## config.mk

```make
export PLATFORM = sky130hd
export DESIGN_NAME = conv_encoder_top
export DESIGN_NICKNAME = d
export VERILOG_FILES = /design/src/rtl/conv_encoder_top.sv
export SDC_FILE = /design/constraint.sdc
export NUM_CORES = 1
export LEC_CHECK = 0
export CAP_MARGIN = 0
export CORE_MARGIN = 10
export CORE_UTILIZATION = 30
export DETAILED_ROUTE_END_ITERATION = 8
export PLACE_DENSITY_LB_ADDON = 0.08
export SYNTH_ARGS = -nofsm -noshare
export SYNTH_HDL_FRONTEND = slang
export SYNTH_SLANG_ARGS = --single-unit
export TNS_END_PERCENT = 100
```

## constraint.sdc

```tcl
create_clock -name clk -period 2.75 [get_ports clk]
set_input_delay 0.275 -clock clk [delete_from_list [all_inputs] [get_ports clk]]
set_output_delay 0.275 -clock clk [all_outputs]
set_load 0.01 [all_outputs]
```

## src/rtl/conv_encoder_top.sv

```systemverilog
// Rate-1/2 convolutional encoder (K=3, generators 7/5 octal) with an input
// byte FIFO, a bit-serial encoder FSM whose trellis state persists across
// bytes, an optional zero-byte tail flush and a valid/ready output.
module conv_encoder_top #(
    parameter int             FIFO_DEPTH = 16,
    parameter int             K          = 3,
    parameter logic [K-1:0]   G0         = 3'b111,
    parameter logic [K-1:0]   G1         = 3'b101
) (
    input  logic        clk,
    input  logic        rst,
    input  logic        dvalid_i,
    input  logic [7:0]  data_i,
    input  logic        flush_i,
    output logic        busy_o,
    output logic [15:0] data_o,
    output logic        valid_o,
    input  logic        ready_i
);

    localparam int             AW       = $clog2(FIFO_DEPTH);
    localparam logic [AW:0]    FULL_CNT = FIFO_DEPTH[AW:0];

    typedef enum logic [2:0] {IDLE, WAIT, LOAD, ENC, OUT} state_t;

    // ------------------------------------------------------------------
    // Input byte FIFO
    // ------------------------------------------------------------------
    logic [7:0]    mem [FIFO_DEPTH];
    logic [AW-1:0] wr_ptr, rd_ptr;
    logic [AW:0]   count;
    logic [7:0]    fifo_rdata;
    logic          full, empty, wr_en, rd_en, rd_fire;

    assign full    = (count == FULL_CNT);
    assign empty   = (count == '0);
    // A write while full is dropped even if a read frees a slot that cycle.
    assign wr_en   = dvalid_i && !full;
    assign rd_fire = rd_en && !empty;
    assign busy_o  = full;

    // Storage array: written on accepted writes only.
    // NOTE: the memory array has no reset; only pointers and the count decide
    // what is valid, so clearing the storage would add logic for nothing.
    always_ff @(posedge clk) begin
        if (wr_en) mem[wr_ptr] <= data_i;
    end

    // Pointers, occupancy count and registered read data.
    // NOTE: sequential state is always assigned with <= so every register
    // samples the pre-edge values regardless of statement order.
    always_ff @(posedge clk or posedge rst) begin
        if (rst) begin
            wr_ptr     <= '0;
            rd_ptr     <= '0;
            count      <= '0;
            fifo_rdata <= '0;
        end else begin
            if (wr_en) wr_ptr <= wr_ptr + 1'b1;
            if (rd_fire) begin
                rd_ptr     <= rd_ptr + 1'b1;
                fifo_rdata <= mem[rd_ptr];
            end
            case ({wr_en, rd_fire})
                2'b10:   count <= count + 1'b1;
                2'b01:   count <= count - 1'b1;
                default: count <= count;
            endcase
        end
    end

    // ------------------------------------------------------------------
    // Encoder FSM
    // ------------------------------------------------------------------
    state_t        state, state_d;
    logic [7:0]    sreg, sreg_d;
    logic [2:0]    bit_cnt, bit_cnt_d;
    logic [15:0]   cw, cw_d, data_d;
    logic          valid_d, rd_en_d;
    logic [K-2:0]  trellis, trellis_d;
    logic          flush_pend, flush_clr;
    logic [K-1:0]  taps;
    logic          c0, c1;

    // Taps are {u, s1, s2}; u is the MSB still waiting in the shift register.
    assign taps = {sreg[7], trellis};
    assign c0   = ^(G0 & taps);
    assign c1   = ^(G1 & taps);

    // Next-state and next-register values for the encoder FSM.
    // NOTE: every signal gets a default before the case so no path leaves a
    // combinational output unassigned, which would infer a latch.
    always_comb begin
        state_d   = state;
        sreg_d    = sreg;
        bit_cnt_d = bit_cnt;
        cw_d      = cw;
        data_d    = data_o;
        valid_d   = valid_o;
        trellis_d = trellis;
        rd_en_d   = 1'b0;
        flush_clr = 1'b0;
        case (state)
            IDLE: begin
                if (!empty) begin
                    rd_en_d = 1'b1;
                    state_d = WAIT;
                end else if (flush_pend) begin
                    sreg_d    = 8'h00;
                    bit_cnt_d = '0;
                    flush_clr = 1'b1;
                    state_d   = ENC;
                end
            end
            WAIT: state_d = LOAD;
            LOAD: begin
                sreg_d    = fifo_rdata;
                bit_cnt_d = '0;
                state_d   = ENC;
            end
            ENC: begin
                cw_d      = {cw[13:0], c0, c1};
                trellis_d = taps[K-1:1];
                sreg_d    = {sreg[6:0], 1'b0};
                bit_cnt_d = bit_cnt + 3'd1;
                if (bit_cnt == 3'd7) begin
                    data_d  = {cw[13:0], c0, c1};
                    valid_d = 1'b1;
                    state_d = OUT;
                end
            end
            OUT: begin
                if (ready_i) begin
                    valid_d = 1'b0;
                    state_d = IDLE;
                end
            end
            default: state_d = IDLE;
        endcase
    end

    // FSM and datapath registers, plus the collapsing flush-request flag.
    always_ff @(posedge clk or posedge rst) begin
        if (rst) begin
            state      <= IDLE;
            sreg       <= '0;
            bit_cnt    <= '0;
            cw         <= '0;
            data_o     <= '0;
            valid_o    <= 1'b0;
            trellis    <= '0;
            rd_en      <= 1'b0;
            flush_pend <= 1'b0;
        end else begin
            state      <= state_d;
            sreg       <= sreg_d;
            bit_cnt    <= bit_cnt_d;
            cw         <= cw_d;
            data_o     <= data_d;
            valid_o    <= valid_d;
            trellis    <= trellis_d;
            rd_en      <= rd_en_d;
            // A pulse landing in the clearing cycle re-arms the flag.
            flush_pend <= (flush_pend && !flush_clr) || flush_i;
        end
    end

endmodule

```

Yosys cells after proc, flatten, opt, wreduce, memory -nomap -nowiden
Memories as Yosys holds them, arrays and structs flattened. A register that Yosys moved wholly into a read port is not among the register bits.
Cells that the tools add are included.
Widths: inputs -> output; s select.
{"block": "word_totals", "register_bits": 62, "mem_count": 1, "elab_cells": 71, "mem_bits_rw": 128, "output_inout_bits": 18}
{"memory": "mem", "depth": 16, "width": 8, "rd": 1, "rd_clocked_by_memory_dff": 1, "wr": 1, "line_no": "29", "text": "logic [7:0] mem [FIFO_DEPTH];"}
{"block": "classes", "eq_ne": 13, "n_reduce_logical": 18, "add_sub_neg": 5, "muxes": 22}
{"operator": "$pmux 8 s3", "n": 1}
{"operator": "$mux 3", "n": 6}
{"operator": "$mux 8", "n": 2}
{"operator": "$pmux 3 s5", "n": 1}
{"operator": "$pmux 5 s2", "n": 1}
{"operator": "$mux 1", "n": 9}
{"operator": "$pmux 3 s3", "n": 1}
{"operator": "$reduce_and 3->1", "n": 3}
{"operator": "$add 4x1->4 const B", "n": 2}
{"operator": "$ne 2x2->1 const B", "n": 4}
{"operator": "$eq 3x2->1 const B", "n": 2}
{"operator": "$eq 3x3->1 const B", "n": 2}
{"operator": "$reduce_xor 3->1", "n": 2}
{"operator": "$add 5x1->5 const B", "n": 1}
{"operator": "$eq 5x5->1 const B", "n": 1}
{"operator": "$logic_not 5->1", "n": 1}
{"operator": "$sub 5x1->5 const B", "n": 1}
{"operator": "$reduce_bool 2->1", "n": 2}
{"operator": "$add 3x1->3 const B", "n": 1}
{"operator": "$eq 3x1->1 const B", "n": 1}
{"operator": "$logic_and 1x1->1", "n": 3}
{"operator": "$logic_not 1->1", "n": 3}
{"operator": "$logic_not 3->1", "n": 1}
{"operator": "$ne 3x3->1 const B", "n": 1}
{"operator": "6 further kinds", "n": 6}

Logic depth before layout (Yosys ltp)
{"block": "depth", "word_depth": 6, "ltp_mapped": 12, "ltp_nobuf": 10}

Worst setup path after synthesis
OpenSTA, ideal clock, no wires.
{"block": "synth_timing", "path_kind": "reg-to-reg", "from": "reg count[1]", "to": "reg count[4]", "n_path_buf": 2, "path_stages_with_launch": 13, "period_less_slack_ns": 2.739, "setup_ns": 0.123, "path_slack_ns": 0.011, "t_arrival_ns": 2.617, "cell_sequence": "dfrtp_1 > buf_6 > or4_4 > o21ai_1 > inv_2 > ha_1 > clkbuf_1 > xor2_1 > ha_1 > o211a_1 > o31ai_1 > a31oi_1 > xnor2_1"}
{"block": "synth_between", "elab_chain_cells": 5, "elab_cells_between_ends": 12}
{"item": "start: declaration", "line_no": "31", "text": "logic [AW:0] count;"}
{"item": "start signal: assignment", "line_no": "65", "text": "2'b10: count <= count + 1'b1;"}
{"item": "start signal: assignment", "line_no": "66", "text": "2'b01: count <= count - 1'b1;"}
{"item": "start signal: assignment", "line_no": "67", "text": "default: count <= count;"}
{"item": "$logic_not 5->1 *", "line_no": "36", "text": "assign empty = (count == '0);"}
{"item": "$logic_not 1->1 *"}
{"item": "$logic_and 1x1->1 *", "line_no": "39", "text": "assign rd_fire = rd_en && !empty;"}
{"item": "via rd_fire", "line_no": "33", "text": "logic full, empty, wr_en, rd_en, rd_fire;"}
{"item": "$eq 2x1->1 / $eq 2x2->1 (equally long branches)", "line_no": "64", "text": "case ({wr_en, rd_fire})"}
{"item": "$pmux 5 s2 / $reduce_bool 2->1 (equally long branches)"}
The timed path passes the listed nets; every way through them passes the cells marked *.
A chain may end at the register's enable or synchronous reset.

Final worst setup path
{"block": "layout_timing", "from": "reg count[2]", "to": "reg count[4]"}
Same word-level chain as after synthesis.

==> impl_metrics.py <==
metrics = {
    "clock_network": {
        "clkSlewWorstSetupHoldPaths_ps": 70,
        "cts_hold_buffers": 0,
        "cts-root-buf": "clkbuf_16",
        "clkSinkCount": 198,
        "cts_tree": "built",
        "cts_made_buffers": 17,
        "clock_latency_ps": 440,
        "cts_max_path_buffers": 2,
        "cts-htree-levels": 4,
    },
    "sta": {
        "worst_slack_ps": 185,
        "timing.final.crit_share_pct": 93.3,
        "hold_viol_final": 0,
        "timing.fmax_mhz": 390,
        "grt_setup_unrepaired": "no",
        "tightest_slew_ps": 707,
        "drv_slew": 0,
        "max-slew-margin-rel_pct": 52.8,
        "setup_viol": 0,
        "period_minus_slack_ps": 2560,
        "skew_ps": 13.9,
    },
    "floorplanning": {
        "dieArea_sq_mm": 0.0335,
        "die_x_um": 183,
        "core_area_sq_mm": 0.0261,
        "ioPinCount": 31,
        "rows": 59,
        "dieHeight_um": 183,
        "start_util_pct": 30.6,
    },
    "place": {
        "gp_congestion": 0.715,
        "hpwl_mm": 10.5,
        "post-place-ws_ps": -2.73,
        "portBuffers": 30,
    },
    "run": {
        "cap_violations": 0,
    },
    "detailed_routing": {
        "drc_errors": 0,
        "highest_layer": "met4",
        "wl_met3_um": 457,
        "wl_mm": 16.9,
        "dr.pass1.iters": 4,
        "vias": 4195,
        "wl_per_cell_um": 19.0,
        "wl_met2_mm": 8.55,
        "antenna_left": 0,
        "via_per_inst": 4.73,
        "drt_iter0_markers": 237,
        "drt-met1-wl_mm": 7.62,
    },
    "synth": {
        "synthCells": 486,
        "synthesis.area_sq_mm": 0.00796,
        "avgSynthCellArea_sq_um": 16.4,
        "synth_cell_type_count": 41,
        "synth-seq-cells": 198,
        "synthFlopType": "edfxtp_1",
        "yosys_warnings": 0,
        "ys_seq_area_share_pct": 70.3,
        "synth_fp_nets": 510,
        "ys_async_sr_fraction_pct": 35.4,
        "synth-edff-count": 128,
    },
    "layout": {
        "antenna-diode-count": 0,
        "final_cell_mix": "edfxtp_1 (128), nand2_1 (70), dfrtp_1 (69)",
        "nFillCells": 2435,
        "layout-drive-gt1-share_pct": 21.9,
        "synthToLayoutAreaGrowth_pct": 18.7,
        "final_common_cell": "edfxtp_1",
        "fin_nets": 563,
        "fin_util_pct": 36.3,
        "multi_input_area_sq_mm": 0.00223,
        "regArea_sq_mm": 0.00560,
    },
    "critical_path": {
        "crit_end": "count[4]$_DFFE_PP0P_",
        "worstRegToRegCells": 10,
        "r2r_end": "count[4]$_DFFE_PP0P_",
        "crit_fanout": 7,
        "critical_path_required_ps": 3060,
        "worstSetupPathType": "flip-flop to flip-flop",
        "crit_path_start": "count[2]$_DFFE_PP0P_",
        "r2r-start": "count[2]$_DFFE_PP0P_",
        "start_kind": "flip-flop",
        "reg2reg_slack_ps": 190,
        "arrival_ps": 2880,
        "critPathCaptureType": "flip-flop",
    },
    "global_routing": {
        "track_usage_pct": 10.4,
        "grt_overflow": 0,
        "antenna_found_initial": 0,
        "grt_pass1_vias": 4352,
        "grt_pass1_wl_mm": 26.4,
        "grt_max_degree": 35,
    },
    "pwr": {
        "p_leak_nw": 3.54,
        "powerDensity_mw_per_mm2": 986,
        "ir_worst_vdd_mv": 0.521,
    },
    "worst_hold_path": {
        "hold_path_class": "primary input to asynchronous set/reset pin",
    },
    "status": {
        "status": "complete, no violations",
    },
}
-- metrics by stage --
stage	area, sq um	power (mW)	cells	TNS, ps	hold slack, ps
CTS	9420	9.48	886	0	177
finish	9450	9.32	887	0	174
global placement	8790	6.76	854	0	460
detailed placement	8790	6.82	854	-2.73	463
floorplan	7960	5.88	486	0	359
global route	9450	9.92	887	0	204
-- Yosys cell counts, types with 8 or more instances --
master	number	area, sq um
mux4_2	32	721
o221ai_1	8	70.1
nor2_1	19	71.3
edfxtp_1	128	3840
a22o_1	10	87.6
ha_1	11	138
nand2_1	70	263
mux2i_1	16	160
dfrtp_1	70	1750
mux2_2	17	191
buf_2	11	55.1
clkbuf_1	11	41.3
a21o_1	10	75.1
xnor2_1	8	70.1
-- how the worst min path moves through the flow --
stage,start,to,slack [ps],depth (start not counted)
after floorplan,ready_i,state[2]$_DFFE_PP0P_,360,1
after global placement,sreg[3]$_DFFE_PP0P_,sreg[3]$_DFFE_PP0P_,460,1
after detailed placement,cw[13]$_DFFE_PP0P_,cw[13]$_DFFE_PP0P_,460,2
after CTS,rst,flush_pend$_DFF_PP0_,180,2
after global routing,rst,flush_pend$_DFF_PP0_,200,2
final,rst,flush_pend$_DFF_PP0_,170,2
-- cell families after synthesis --
group	count (synthesis)	synth area share, %
DFF	198	70.3
and+or+nand+nor	112	6.30
muxes	65	13.5
AOI/OAI and AO/OA	52	4.79
buffers and inverters	36	2.11
xor gates and xnor gates	12	1.32
adders and majority gates	11	1.73
-- layout make-up --
type	instances	share of cell area (%)
inverter	8	0.318
clock inverter	14	2.10
clock buffer	18	4.54
sequential	198	59.2
timing repair buffer	62	5.85
tap	335	4.43
multi-input combinational	252	23.6
-- state kept, by name, indices dropped and copies added, names as in the netlist --
| signal | count |
|---|---|
| flush_pend | 1 |
| count | 5 |
| sreg | 8 |
| rd_ptr | 4 |
| trellis | 2 |
| valid_o | 1 |
| fifo_rdata | 8 |
| data_o | 16 |
| wr_ptr | 4 |
| cw | 14 |
| bit_cnt | 3 |
| mem | 128 |
| rd_en | 1 |
| state | 3 |
-- where the power goes --
| part | total [mW] | switching [mW] | internal, mW |
|---|---|---|---|
| sequential | 4.19 | 0.383 | 3.80 |
| clock | 2.62 | 1.21 | 1.40 |
| combinational | 2.52 | 1.33 | 1.19 |
| total | 9.32 | 2.93 | 6.39 |
-- routing by layer --
metal,vias to the layer above,global-route usage (%)
met1,2197,13.3
met5,-,0
met2,57,17.3
li1,1930,-
met3,11,2.34
met4,0,3.39
-- what timing repair did --
action	4_1_cts	5_1_grt
setup endpoints to repair	1	1
resized for setup	1	3
pin swaps	0	2
endpoints found under the hold margin	0	0
buffers inserted	0	1
-- critical path: stages, from the launching register on --
cell and delay (ps):
dfrtp_1 380, or4_4 580, o21ai_4 170, inv_2 90
ha_1 210, xor2_1 150, ha_1 210, o211a_1 250
o31ai_2 180, a31oi_1 80, xnor2_1 130
(Power assumes the default switching activity.)
